`src/rtl/mdio_pkg.sv`:
```
// mdio_pkg: shared constants for the clause-22 MDIO PHY slave.
//   - opcode and start-of-frame bit patterns
//   - frame field widths
//   - FSM state encodings (plain localparam constants)
//   - management register indices with special behaviour
package mdio_pkg;

  localparam logic [1:0] OP_WR   = 2'b01;
  localparam logic [1:0] OP_RD   = 2'b10;
  localparam logic [1:0] ST_BITS = 2'b01;

  localparam int PHYAD_W  = 5;
  localparam int REGAD_W  = 5;
  localparam int DATA_W   = 16;
  localparam int NUM_REGS = 32;

  typedef logic [3:0] mdio_state_t;

  localparam mdio_state_t S_IDLE  = 4'd0;
  localparam mdio_state_t S_ST    = 4'd1;
  localparam mdio_state_t S_OP    = 4'd2;
  localparam mdio_state_t S_PHYAD = 4'd3;
  localparam mdio_state_t S_REGAD = 4'd4;
  localparam mdio_state_t S_TA    = 4'd5;
  localparam mdio_state_t S_WDATA = 4'd6;
  localparam mdio_state_t S_RDATA = 4'd7;
  localparam mdio_state_t S_SKIP  = 4'd8;

  localparam logic [REGAD_W-1:0] REG_CTRL = 5'd0;
  localparam logic [REGAD_W-1:0] REG_ID1  = 5'd2;
  localparam logic [REGAD_W-1:0] REG_ID2  = 5'd3;

  // Only write and read opcodes start a transaction; 00 and 11 are dropped.
  function automatic logic is_valid_op(input logic [1:0] op);
    return (op == OP_WR) || (op == OP_RD);
  endfunction

endpackage

```
`src/rtl/mdio_edge_sync.sv`:
```
// mdio_edge_sync: brings an asynchronous level into the clk domain through
// two flops and produces single-clk pulses on its rising and falling edges.
// Ports:
//   clk      in  system clock
//   RESET    in  synchronous active-high reset
//   async_in in  asynchronous input level (MDC)
//   rise     out one-clk pulse after a synchronized 0->1 transition
//   fall     out one-clk pulse after a synchronized 1->0 transition
module mdio_edge_sync (
  input  logic clk,
  input  logic RESET,
  input  logic async_in,
  output logic rise,
  output logic fall
);

  // [0] and [1] form the synchronizer, [2] holds the previous synchronized value.
  logic [2:0] sync_reg;

  always_ff @(posedge clk) begin
    if (RESET) begin
      sync_reg <= 3'b000;
    end else begin
      sync_reg <= {sync_reg[1:0], async_in};
    end
  end

  assign rise = sync_reg[1] & ~sync_reg[2];
  assign fall = ~sync_reg[1] & sync_reg[2];

endmodule

```
`src/rtl/mdio_phy_slave.sv`:
```
// mdio_phy_slave: PHY-side clause-22 MDIO management slave with a
// 32 x 16 register file.
// Frames are sampled on synchronized MDC rises; read data and the drive
// enable change on synchronized MDC falls (within 3 clk of the pad edge).
// Ports:
//   clk       in   system clock, at least 4x MDC
//   RESET     in   synchronous active-high reset
//   MDC       in   management clock from the master (asynchronous)
//   MDIO_I    in   serial data from the master
//   MDIO_O    out  serial read data to the master
//   MDIO_OE   out  slave drive enable
//   CTRL_REG  out  current value of register 0
//   WR_STROBE out  one-clk pulse per committed write
//   WR_ADDR   out  register address of the last committed write
// Build option:
//   MDIO_PREAMBLE_CHECK_EN - when defined, a frame start is only accepted
//   after 32 consecutive sampled ones in IDLE.
module mdio_phy_slave
  import mdio_pkg::*;
#(
  parameter logic [PHYAD_W-1:0] PHY_ADDR = 5'd1,
  parameter logic [DATA_W-1:0]  PHY_ID1  = 16'h0022,
  parameter logic [DATA_W-1:0]  PHY_ID2  = 16'h1550,
  parameter logic [DATA_W-1:0]  CTRL_RST = 16'h1140
) (
  input  logic               clk,
  input  logic               RESET,
  input  logic               MDC,
  input  logic               MDIO_I,
  output logic               MDIO_O,
  output logic               MDIO_OE,
  output logic [DATA_W-1:0]  CTRL_REG,
  output logic               WR_STROBE,
  output logic [REGAD_W-1:0] WR_ADDR
);

  logic mdc_rise;
  logic mdc_fall;
  logic [1:0] mdio_sync_reg;
  logic mdio_s;

  mdio_edge_sync u_mdc_sync (
    .clk      (clk),
    .RESET    (RESET),
    .async_in (MDC),
    .rise     (mdc_rise),
    .fall     (mdc_fall)
  );

  // Same two-flop latency as MDC, so data and clock stay aligned.
  always_ff @(posedge clk) begin
    if (RESET) begin
      mdio_sync_reg <= 2'b00;
    end else begin
      mdio_sync_reg <= {mdio_sync_reg[0], MDIO_I};
    end
  end

  assign mdio_s = mdio_sync_reg[1];

  mdio_state_t          state_reg;
  logic [4:0]           bit_cnt_reg;
  logic [DATA_W-1:0]    shift_reg;
  logic [1:0]           op_reg;
  logic [REGAD_W-1:0]   regad_reg;
  logic                 phy_match_reg;
  logic                 commit_reg;
  logic                 mdio_o_reg;
  logic                 mdio_oe_reg;
  logic                 wr_strobe_reg;
  logic [REGAD_W-1:0]   wr_addr_reg;

`ifdef MDIO_PREAMBLE_CHECK_EN
  localparam logic [5:0] PRE_LEN = 6'd32;
  logic [5:0] pre_cnt_reg;
`endif

  logic [DATA_W-1:0] regfile_reg  [NUM_REGS];
  logic [DATA_W-1:0] regfile_next [NUM_REGS];

  // Field values including the bit being sampled on this rise.
  logic [1:0]         op_now;
  logic [4:0]         field_now;
  logic [DATA_W-1:0]  rd_value;
  logic               soft_rst;

  assign op_now    = {shift_reg[0], mdio_s};
  assign field_now = {shift_reg[3:0], mdio_s};

  assign rd_value = (field_now == REG_ID1) ? PHY_ID1 :
                    (field_now == REG_ID2) ? PHY_ID2 :
                    regfile_reg[field_now];

  // Setting bit 15 of register 0 is a soft reset of the whole register file.
  assign soft_rst = commit_reg && (regad_reg == REG_CTRL) && shift_reg[15];

  // ---------------------------------------------------------------------
  // Register file next-state: one entry per register.
  // ---------------------------------------------------------------------
  generate
    for (genvar gi = 0; gi < NUM_REGS; gi++) begin : g_reg
      localparam logic [REGAD_W-1:0] IDX = 5'(gi);
      if (IDX == REG_CTRL) begin : g_ctrl
        // Bit 15 is self-clearing: it is never stored.
        assign regfile_next[gi] = (commit_reg && regad_reg == REG_CTRL) ?
                                  {1'b0, shift_reg[14:0]} : regfile_reg[gi];
      end else if (IDX == REG_ID1 || IDX == REG_ID2) begin : g_id
        // Read-only: reads come from the ID parameters, writes are dropped.
        assign regfile_next[gi] = '0;
      end else begin : g_rw
        assign regfile_next[gi] = soft_rst ? '0 :
                                  (commit_reg && regad_reg == IDX) ? shift_reg :
                                  regfile_reg[gi];
      end
    end
  endgenerate

  always_ff @(posedge clk) begin
    if (RESET) begin
      for (int i = 0; i < NUM_REGS; i++) begin
        regfile_reg[i] <= (i == 0) ? CTRL_RST : '0;
      end
    end else begin
      for (int i = 0; i < NUM_REGS; i++) begin
        regfile_reg[i] <= regfile_next[i];
      end
    end
  end

  // ---------------------------------------------------------------------
  // Frame FSM: rises sample, falls drive.
  // ---------------------------------------------------------------------
  always_ff @(posedge clk) begin
    if (RESET) begin
      state_reg     <= S_IDLE;
      bit_cnt_reg   <= '0;
      shift_reg     <= '0;
      op_reg        <= '0;
      regad_reg     <= '0;
      phy_match_reg <= 1'b0;
      commit_reg    <= 1'b0;
      mdio_o_reg    <= 1'b0;
      mdio_oe_reg   <= 1'b0;
      wr_strobe_reg <= 1'b0;
      wr_addr_reg   <= '0;
`ifdef MDIO_PREAMBLE_CHECK_EN
      pre_cnt_reg   <= '0;
`endif
    end else begin
      // Commit lands one clk after the last data rise; strobe and address
      // appear together with the updated register.
      commit_reg    <= 1'b0;
      wr_strobe_reg <= commit_reg;
      if (commit_reg) begin
        wr_addr_reg <= regad_reg;
      end

`ifdef MDIO_PREAMBLE_CHECK_EN
      // Any time spent inside a frame discards the preamble count, which
      // is equivalent to clearing it at every frame end.
      if (state_reg != S_IDLE) begin
        pre_cnt_reg <= '0;
      end
`endif

      if (mdc_rise) begin
        case (state_reg)
          S_IDLE: begin
`ifdef MDIO_PREAMBLE_CHECK_EN
            if (mdio_s) begin
              if (pre_cnt_reg != PRE_LEN) begin
                pre_cnt_reg <= pre_cnt_reg + 6'd1;
              end
            end else if (pre_cnt_reg == PRE_LEN) begin
              state_reg <= S_ST;
            end else begin
              pre_cnt_reg <= '0;
            end
`else
            if (mdio_s == ST_BITS[1]) begin
              state_reg <= S_ST;
            end
`endif
          end

          S_ST: begin
            bit_cnt_reg <= '0;
            state_reg   <= (mdio_s == ST_BITS[0]) ? S_OP : S_IDLE;
          end

          S_OP: begin
            shift_reg <= {shift_reg[14:0], mdio_s};
            if (bit_cnt_reg == 5'd1) begin
              bit_cnt_reg <= '0;
              op_reg      <= op_now;
              state_reg   <= is_valid_op(op_now) ? S_PHYAD : S_IDLE;
            end else begin
              bit_cnt_reg <= bit_cnt_reg + 5'd1;
            end
          end

          S_PHYAD: begin
            shift_reg <= {shift_reg[14:0], mdio_s};
            if (bit_cnt_reg == 5'd4) begin
              bit_cnt_reg   <= '0;
              phy_match_reg <= (field_now == PHY_ADDR);
              state_reg     <= S_REGAD;
            end else begin
              bit_cnt_reg <= bit_cnt_reg + 5'd1;
            end
          end

          S_REGAD: begin
            if (bit_cnt_reg == 5'd4) begin
              bit_cnt_reg <= '0;
              // A foreign PHY address is acted on once REGAD has passed, so
              // that SKIP covers exactly the TA and DATA bits of the frame.
              if (!phy_match_reg) begin
                state_reg <= S_SKIP;
              end else begin
                regad_reg <= field_now;
                state_reg <= S_TA;
                shift_reg <= (op_reg == OP_RD) ? rd_value
                                               : {shift_reg[14:0], mdio_s};
              end
            end else begin
              shift_reg   <= {shift_reg[14:0], mdio_s};
              bit_cnt_reg <= bit_cnt_reg + 5'd1;
            end
          end

          S_TA: begin
            if (bit_cnt_reg == 5'd1) begin
              bit_cnt_reg <= '0;
              state_reg   <= (op_reg == OP_WR) ? S_WDATA : S_RDATA;
            end else begin
              bit_cnt_reg <= bit_cnt_reg + 5'd1;
            end
          end

          S_WDATA: begin
            shift_reg <= {shift_reg[14:0], mdio_s};
            if (bit_cnt_reg == 5'd15) begin
              bit_cnt_reg <= '0;
              commit_reg  <= 1'b1;
              state_reg   <= S_IDLE;
            end else begin
              bit_cnt_reg <= bit_cnt_reg + 5'd1;
            end
          end

          S_SKIP: begin
            if (bit_cnt_reg == 5'd17) begin
              bit_cnt_reg <= '0;
              state_reg   <= S_IDLE;
            end else begin
              bit_cnt_reg <= bit_cnt_reg + 5'd1;
            end
          end

          S_RDATA: begin
            // The master is not driving; nothing to sample.
          end

          default: begin
            state_reg <= S_IDLE;
          end
        endcase
      end else if (mdc_fall) begin
        case (state_reg)
          S_TA: begin
            // Take the bus on the fall between the two TA rises.
            if (op_reg == OP_RD && bit_cnt_reg == 5'd1) begin
              mdio_oe_reg <= 1'b1;
              mdio_o_reg  <= 1'b0;
            end
          end

          S_RDATA: begin
            if (bit_cnt_reg == 5'd16) begin
              // Release on the fall after bit 0; the master may present the
              // next ST bit on this same fall.
              mdio_oe_reg <= 1'b0;
              mdio_o_reg  <= 1'b0;
              bit_cnt_reg <= '0;
              state_reg   <= S_IDLE;
            end else begin
              mdio_o_reg  <= shift_reg[15];
              shift_reg   <= {shift_reg[14:0], 1'b0};
              bit_cnt_reg <= bit_cnt_reg + 5'd1;
            end
          end

          default: begin
          end
        endcase
      end
    end
  end

  assign MDIO_O    = mdio_o_reg;
  assign MDIO_OE   = mdio_oe_reg;
  assign CTRL_REG  = regfile_reg[REG_CTRL];
  assign WR_STROBE = wr_strobe_reg;
  assign WR_ADDR   = wr_addr_reg;

endmodule

```
`config.mk`:
```
export PLATFORM = sky130hd
export DESIGN_NAME = mdio_phy_slave
export DESIGN_NICKNAME = d
export VERILOG_FILES = /design/src/rtl/mdio_pkg.sv /design/src/rtl/mdio_edge_sync.sv /design/src/rtl/mdio_phy_slave.sv
export SDC_FILE = /design/constraint.sdc
export NUM_CORES = 1
export LEC_CHECK = 0
export ABC_AREA = 1
export BUFFER_PORTS_ARGS = -buffer_cell sky130_fd_sc_hd__buf_2
export CAP_MARGIN = 20
export CORE_MARGIN = 3
export CORE_UTILIZATION = 30
export CTS_CLUSTER_SIZE = 28
export DETAILED_ROUTE_END_ITERATION = 8
export GPL_TIMING_DRIVEN = 0
export SLEW_MARGIN = 15
export SYNTH_ARGS = -nofsm -noshare
export SYNTH_HDL_FRONTEND = slang
export SYNTH_SLANG_ARGS = --single-unit
```
`constraint.sdc`:
```
create_clock -name clk -period 2.6 [get_ports clk]
set_input_delay 0.78 -clock clk [delete_from_list [all_inputs] [get_ports clk]]
set_output_delay 0.78 -clock clk [all_outputs]
set_load 0.03 [all_outputs]
```
======== Yosys cells after proc, flatten, opt, wreduce, memory -nomap -nowiden ========
Memories as Yosys holds them, arrays and structs flattened.
Cells that the tools add are included.
W data, S select, Z words.
storage, ports and cells
  register bits ........................... 47
  memory bits (writable) .................. 512
  input bits .............................. 4
  output and inout bits ................... 24
  logic and storage cells ................. 363
  memories kept ........................... 1
cells by class
  $add $sub $neg .......................... 1
  eq/ne operators ......................... 93
  mux-type cells .......................... 136
  bitwise operators ....................... 38
  reduce and logical (&&, ||, !) cells .... 81
memory list
  name         words  bits a word  rd ports  clocked after Yosys merged registers in  wr ports  RTL line              text
  regfile_reg  32     16           2         0                                        32        mdio_phy_slave.sv:78  logic [DATA_W-1:0] regfile_reg [NUM_REGS];
operator list
  operator              count
  $mux W16              100
  $eq A5 B5 Y1 const B  18
  $ne A2 B2 Y1 const B  33
  $reduce_and A2 Y1     30
  $mux W4               12
  $eq A5 B4 Y1 const B  9
  $mux W5               8
  $pmux W4 S9           1
  $logic_and A1 B1 Y1   32
  $or A1 B1 Y1          32
  $pmux W16 S2          1
  $eq A5 B3 Y1 const B  5
  $pmux W5 S5           1
  $ne A3 B3 Y1 const B  7
  $eq A4 B3 Y1 const B  4
  $eq A5 B1 Y1 const B  3
  $reduce_and A11 Y1    1
  $eq A5 B2 Y1 const B  2
  $reduce_and A5 Y1     2
  $mux W1               9
  $reduce_and A3 Y1     3
  $eq A4 B2 Y1 const B  2
  $reduce_and A4 Y1     2
  $reduce_bool A2 Y1    4
  18 further kinds      28

======== Longest topological paths before layout ========
Gate-level depths: netlist of the first run.
  depth after elaboration ................. 8
  gate-level depth with buffers ........... 14
  mapped depth without buffers ............ 13

======== Cells and area by module ========
From an unflattened synthesis of the first run, not the netlist that was laid out.
second synthesis, totals
  cell total of the unflattened synthesis .. 2322
  area, all modules ....................... 23303.6 um2
modules (own cells, without submodules)
  module          instances  cells an instance  area each (um2)  seq. area each (um2)
  mdio_phy_slave  1          2310               23209.8          15114.5
  mdio_edge_sync  1          12                 93.8             60.1

======== Least setup slack after synthesis of the first run ========
OpenSTA, ideal clock, no wires.
  kind .................................... reg-to-reg
  start point ............................. reg regad_reg[3]
  end point ............................... mem regfile_reg[26][0], enable pin
  setup time .............................. 0.411 ns
  arrival time ............................ 2.011 ns
  required time ........................... 2.189 ns
  slack ................................... 0.178 ns
  cell stages (with the launch flop) ...... 7
  buffers on the path ..................... 0
  period minus slack after synthesis ...... 2.422 ns
  cell sequence ........................... dfxtp_1 -> inv_1 -> nor2_1 -> inv_1 -> nor2_1 -> inv_1 -> o21ai_0
RTL lines
  item                    RTL line               text
  start, declared         mdio_phy_slave.sv:65   logic [REGAD_W-1:0] regad_reg;
  start signal, assigned  mdio_phy_slave.sv:221  regad_reg <= field_now;
  end, declared           mdio_phy_slave.sv:78

======== Final worst setup path of the first run ========
  start point ............................. reg mdio_sync_reg[1]
  end point ............................... reg shift_reg[3]
between the ends
  word-level cells in the longest chain between the ends .. 8
  elaborated cells between the ends (all ways) .. 10
  those cells by class .................... 2 x eq/ne; 7 x mux; 1 x memory
RTL lines
  item                                             RTL line               text
  start, declared                                  mdio_phy_slave.sv:39   logic [1:0] mdio_sync_reg;
  start signal, assigned                           mdio_phy_slave.sv:55   mdio_sync_reg <= {mdio_sync_reg[0], MDIO_I};
  $mem_v2 Z32 W16 or $eq A5 B2 Y1 (tied branches)  n/a
  $mux W16                                         mdio_phy_slave.sv:91   (field_now == REG_ID2) ? PHY_ID2 :
  $mux W16 (*)                                     mdio_phy_slave.sv:90   assign rd_value = (field_now == REG_ID1) ? PHY_ID1 :
  $mux W16 (*)                                     mdio_phy_slave.sv:223  shift_reg <= (op_reg == OP_RD) ? rd_value
  $mux W16 (*)                                     mdio_phy_slave.sv:218  if (!phy_match_reg) begin
  $mux W16 (*)                                     mdio_phy_slave.sv:214  if (bit_cnt_reg == 5'd4) begin
  $pmux W16 S2 (*)                                 mdio_phy_slave.sv:167  case (state_reg)
  $mux W16 (*)                                     mdio_phy_slave.sv:166  if (mdc_rise) begin
  end signal, assigned                             mdio_phy_slave.sv:223
  end signal, assigned                             mdio_phy_slave.sv:227  shift_reg <= {shift_reg[14:0], mdio_s};
  end signal, assigned                             mdio_phy_slave.sv:242  shift_reg <= {shift_reg[14:0], mdio_s};
  end, declared                                    mdio_phy_slave.sv:63   logic [DATA_W-1:0] shift_reg;
Every way passes the cells marked *; elsewhere a longest branch is shown, timed or not. The select of a mux whose other input is x is not followed.
A chain may end at the register's enable or synchronous reset.

==> out/metrics.yaml, run 1 <==
clocking:
  clock-sinks: 526
  cts_tree: "built"
  numCtsBuffers: 56
  h-tree-depth: 2
  clock_path_buffers: 3
  clkLatencyLatePin_ns: 0.63
  clockRootBuffer: "clkbuf_16"
  clk_pin_slew_ns: 0.06
worst_setup_path:
  critPathLaunchType: "flip-flop"
  path_class: "flip-flop to flip-flop"
  cp.required_ns: 3.11
  crit_path_end_kind: "flip-flop"
  worstPathArrival_ns: 3.13
  cp_max_fo: 10
yosys:
  synthCells: 2322
  synth.area.mux_share: 0.000864
  synth.distinct_cells: 38
  netlist_area_um2: 23200
  ys_ff_latch: 526
  synth_edf_count: 464
  synth_fa_ha_area_frac: 0.00594
  synth_top_area_cell: "edfxtp_1"
  seq_area_frac_synth: 0.655
  synthArstFlopShare: 0
  ys_warn_count: 0
  syn-num-nets: 2337
  synth_xor_area_frac: 0.000378
  synthFlopType: "edfxtp_1"
  synth_top_family_by_area: "simple AND/OR/NAND/NOR gates"
  yosysMostFrequentCell: "nor2_1"
  synthTopCellsByCount: "553 x nor2_1, 464 x edfxtp_1, 369 x nand2_1"
  synth_compound_area_frac: 0.0978
  yosysTopAreaCellShare: 0.601
  syn_avg_cell_area_um2: 9.98
  synth-simple-area-share: 0.185
  yosys-top-cells-area: "edfxtp_1 60%, nor2_1 9.0%, nand2_1 6.0%"
placement:
  port_buffers: 25
  hpwl_um: 57600
  gp_congestion: 0.970
  placed_area_um2: 24800
route:
  vias: 18500
  drc_errors: 0
  wl_um: 83300
  first_pass_iters: 6
  antenna_left: 0
  wl_per_cell_um: 23.6
  drtIter0Drc: 2656
  vias_per_cell: 5.24
timing:
  finalCriticalPeriod_ns: 2.62
  setup_viol: 2
  timing.fmax_ghz: 0.382
  hold_viol_final: 0
  worst_slack_ns: -0.0163
  rsz0062_at_grt: "yes"
  hold_ws_ns: 0.362
  max-slew-margin-rel: 0.315
  worst_slew_pin_slew_ns: 1.03
  finalCritPeriodShare: 1.01
  slew_viol_final: 0
  tns_ns: -0.0265
  clock_skew_ns: 0.0207
global_routing:
  grtUsageTotal: 0.201
  grt_pass1_wl_um: 118000
  grt_pass1_vias: 17100
  grt_max_degree: 17
  grt_antenna_before_repair: 3
  gr-total-overflow: 0
die:
  start_util: 0.304
  dieWidth_um: 284
  rows: 101
  die_area_um2: 80700
  ios: 28
  core_region_area_um2: 76200
  fp.dieH_um: 284
finish:
  largest_reg_flops: 479
  fillCellCount: 7472
  multi_input_area_um2: 7240
  utilization: 0.362
  area_growth_pct: 19.1
  diodes: 0
  fin_nets: 2463
  seq_area_um2: 15200
  drive_gt1_frac: 0.139
  final_cell_area_um2: 27600
power:
  p_leak_uw: 0.0100
  ir_drop_mv: 0.487
  cellPowerDensity_nw_per_um2: 660
job:
  maxCapViolations: 0
status:
  violations: "negative setup slack"
  status: "finished, violations left"
min_path:
  hold_path.class: "input port to flip-flop"
==> area by class of cell <==
type	instances	share of cell area
Clock inverter	21	0.00430
Inverter	149	0.0222
Tap cell	1030	0.0467
Sequential cell	526	0.550
Clock buffer	82	0.0591
Timing Repair Buffer	72	0.0252
Buffer	145	0.0306
Multi-Input combinational cell	1498	0.262
==> stage by stage <==
step / total power, uW / std cells / worst slack (ns)
floorplan: 10200 / 2322 / 0.178
global placement: 10500 / 3377 / -1.45
detailed placement: 10500 / 3385 / -0.823
CTS: 18200 / 3508 / -0.198
global route: 18700 / 3523 / -0.0119
finish: 18200 / 3523 / -0.0163
==> critical path: stages, from the launching register on <==
cell,delay (ns)
dfxtp_2,0.51
buf_4,0.23
buf_2,0.21
buf_2,0.38
nand2_1,0.08
o21ai_0,0.19
nand2_1,0.25
nand2_1,0.12
a31oi_1,0.06
nor2_1,0.22
nand2_1,0.09
nand3_1,0.08
a21oi_1,0.06
==> layout by cell type, fill, tap and decap left out, types with 9 or more instances in the layout <==
cell type	synthesis	final
a21oi_1	84	83
buf_12	0	14
buf_2	45	61
buf_4	17	35
buf_6	4	10
buf_8	0	10
clkbuf_1	71	52
clkbuf_16	0	59
clkbuf_2	0	35
clkinv_1	6	12
clkinv_2	0	12
clkinvlp_4	0	11
dfxtp_1	62	61
edfxtp_1	464	464
ha_1	11	11
inv_1	132	121
nand2_1	369	338
nand2_4	0	16
nand2_8	0	15
nand3_1	118	118
nor2_1	553	549
nor2_4	3	9
o211ai_1	63	63
o21ai_0	222	216
o22ai_1	16	16
or2_2	10	10
==> worst paths after layout <==
kind                                from                           to  slack [ns]  depth (start not counted)
max          mdio_sync_reg[1]$_SDFF_PP0_    shift_reg[3]$_SDFFE_PP0P_       -0.02                         12
max reg2reg  mdio_sync_reg[1]$_SDFF_PP0_    shift_reg[3]$_SDFFE_PP0P_       -0.02                         12
min reg2reg  mdio_sync_reg[0]$_SDFF_PP0_  mdio_sync_reg[1]$_SDFF_PP0_        0.40                          2
min                               MDIO_I  mdio_sync_reg[0]$_SDFF_PP0_        0.36                          3
==> cells by family (layout without fill, tap and decap cells) <==
family                   count (synthesis)  in the layout
AND/OR/NAND/NOR                       1076           1076
flip-flops                             526            526
AO/OA/AOI/OAI                          407            407
buffers and inverters                  298            469
adder cells (fa/ha/maj)                 11             11
multiplexers                             2              2
other                                    1              1
XOR/XNOR                                 1              1
==> power by group <==
group	internal (uW)	switching [uW]	total [uW]
Sequential	9470	86.3	9560
Combinational	226	675	901
Clock	4420	3350	7770
Total	14100	4110	18200
==> repair_timing <==
action / CTS / global route
gates resized for setup: 114 / 97
pin swaps: 0 / 8
hold buffers: 0 / 0
endpoints found under the setup margin: 604 / 547
cloned: 1 / 0
buffers inserted: 21 / 17
==> routing by layer <==
| metal | wire, um | global-route usage | up-vias |
|---|---|---|---|
| li1 | - | - | 8164 |
| met1 | 32900 | 0.278 | 8974 |
| met2 | 36600 | 0.306 | 1120 |
| met3 | 9470 | 0.0381 | 212 |
| met5 | 0 | 0 | - |
| met4 | 4300 | 0.0926 | 0 |
No activity file was read; power rests on OpenSTA's default activity.
==> run 2: changes to the inputs <==
==> constraint.sdc (replaced) <==
create_clock -name clk -period 2.6 [get_ports clk]
set_input_delay 0.26 -clock clk [delete_from_list [all_inputs] [get_ports clk]]
set_output_delay 0.26 -clock clk [all_outputs]
set_load 0.03 [all_outputs]
==> out/metrics.yaml, run 2 (synthesized netlist as in run 1, its figures left out) <==
finish:
  fillCellCount: 7477
  final_cell_mix: "549 x nor2_1, 464 x edfxtp_1, 338 x nand2_1"
  fin_nets: 2466
  area_growth_pct: 18.7
  final_common_cell: "nor2_1"
  largest_reg_flops: 479
  drive_gt1_frac: 0.139
die:
  core_region_area_um2: 76200
  ios: 28
  start_util: 0.304
  fp.dieH_um: 284
  rows: 101
  dieWidth_um: 284
  die_area_um2: 80700
global_routing:
  grtUsageTotal: 0.201
  gr-total-overflow: 0
  grt_pass1_vias: 17100
  grt_antenna_before_repair: 3
  grt_max_degree: 17
  grt_pass1_wl_um: 119000
worst_setup_path:
  cp.depth: 9
  path_class: "flip-flop to flip-flop"
  max_stage_delay_ns: 0.52
  rr_startpoint: "mdio_sync_reg[1]$_SDFF_PP0_"
  worstPathArrival_ns: 3.16
  cp.required_ns: 3.16
  path_cells: "buf_4 -> buf_2 -> clkbuf_2 -> nor2_1 -> o22ai_1 -> a21oi_1 -> nand2_1 -> nand3_1 -> a21oi_1"
  cpMostUsedCell: "a21oi_1"
  critPathTopFamily: "buffers and inverters"
  ff2ff_path_depth: 9
  crit_path_end_kind: "flip-flop"
  cp_max_fo: 10
  crit_start: "mdio_sync_reg[1]$_SDFF_PP0_"
  slowest_stage: "dfxtp_2"
  critical_path_buf_inv_count: 3
  critPathLaunchType: "flip-flop"
timing:
  tns_ns: -0.00832
  finalCritPeriodShare: 1.00
  finalCriticalPeriod_ns: 2.61
  rsz0062_at_grt: "yes"
  slew_viol_final: 0
  max-slew-margin-rel: 0.313
  clock_skew_ns: 0.0203
  setup_viol: 2
  hold_ws_ns: 0.386
  hold_viol_final: 0
  timing.fmax_ghz: 0.384
  worst_slack_ns: -0.00574
  worst_slew_pin_slew_ns: 1.03
power:
  p_total_uw: 18200
  p_leak_uw: 0.0101
  ir_drop_mv: 0.488
  cellPowerDensity_nw_per_um2: 662
route:
  drtIter0Drc: 2685
  drc_errors: 0
  wl_per_cell_um: 23.6
  vias: 18400
  wl_um: 83300
  antenna_left: 0
  vias_per_cell: 5.22
  first_pass_iters: 5
min_path:
  hold_path_startpoint: "MDC"
  hold_path.class: "input port to flip-flop"
  hold_depth: 4
status:
  status: "finished, violations left"
  violations: "negative setup slack"
clocking:
  clkLatencyLatePin_ns: 0.62
  clk_pin_slew_ns: 0.06
  clockRootBuffer: "clkbuf_16"
  numCtsBuffers: 56
  clock-sinks: 526
  cts_tree: "built"
  clock_path_buffers: 3
  h-tree-depth: 2
placement:
  port_buffers: 25
  gp_congestion: 0.970
  hpwl_um: 57600
job:
  maxCapViolations: 0
## run 2: cell count changes in the layout (fill, tap and decap cells not counted), sizes merged
cell	change
clkbuf	+1
clkdlybuf4s15	-1
buf	-1
bufbuf	+1
dlygate4sd3	+3
diode	+2
## run 2: cell type report
class,count,area [um^2],area share
Sequential cell,526,15200,0.551
Buffer,145,808,0.0294
Inverter,149,612,0.0222
Tap cell,1030,1290,0.0468
Timing Repair Buffer,75,719,0.0261
Clock inverter,21,119,0.00432
Antenna cell,2,5.00,0.000182
Multi-Input combinational cell,1498,7170,0.260
Clock buffer,82,1630,0.0593
## run 2: timing repair
item	4_1_cts	5_1_grt
pin swaps	0	8
cloned	1	0
hold buffers	3	0
buffers inserted	21	17
hold endpoints to repair	4	0
resized for setup	114	80
setup endpoints to repair	604	546
## run 2: stage by stage
stage	setup WS (ns)	instances	instance area, um^2	utilization
6_report	-0.00574	3528	27500	0.361
5_1_grt	-0.00370	3526	27500	0.361
4_1_cts	-0.198	3511	27300	0.358
3_5_place_dp	-0.774	3385	24800	0.325
3_3_place_gp	-1.45	3377	24600	0.323
2_1_floorplan	0.178	2322	23200	-
## run 2: power by group
| group | total, uW | internal (uW) | switching, uW |
|---|---|---|---|
| sequential | 9560 | 9470 | 85.8 |
| combinational | 893 | 225 | 667 |
| clock | 7770 | 4420 | 3360 |
## run 2: worst paths after layout
kind / endpoint / slack [ns]
setup / recovery: shift_reg[14]$_SDFFE_PP0P_ / -0.006
hold / removal: u_mdc_sync.sync_reg[0]$_SDFF_PP0_ / 0.39
hold reg to reg: mdio_sync_reg[1]$_SDFF_PP0_ / 0.40
setup reg to reg: shift_reg[14]$_SDFFE_PP0P_ / -0.006
## run 2: worst min-delay path: stages
cell	delay, ns
dlygate4sd3_1	0.52
buf_2	0.09
inv_1	0.03
nor2_1	0.07
## run 2: layer usage
| layer | routed length, um | global-route usage |
|---|---|---|
| met1 | 32800 | 0.277 |
| met4 | 4530 | 0.0926 |
| met5 | 11 | 0 |
| met3 | 9540 | 0.0381 |
| met2 | 36400 | 0.307 |
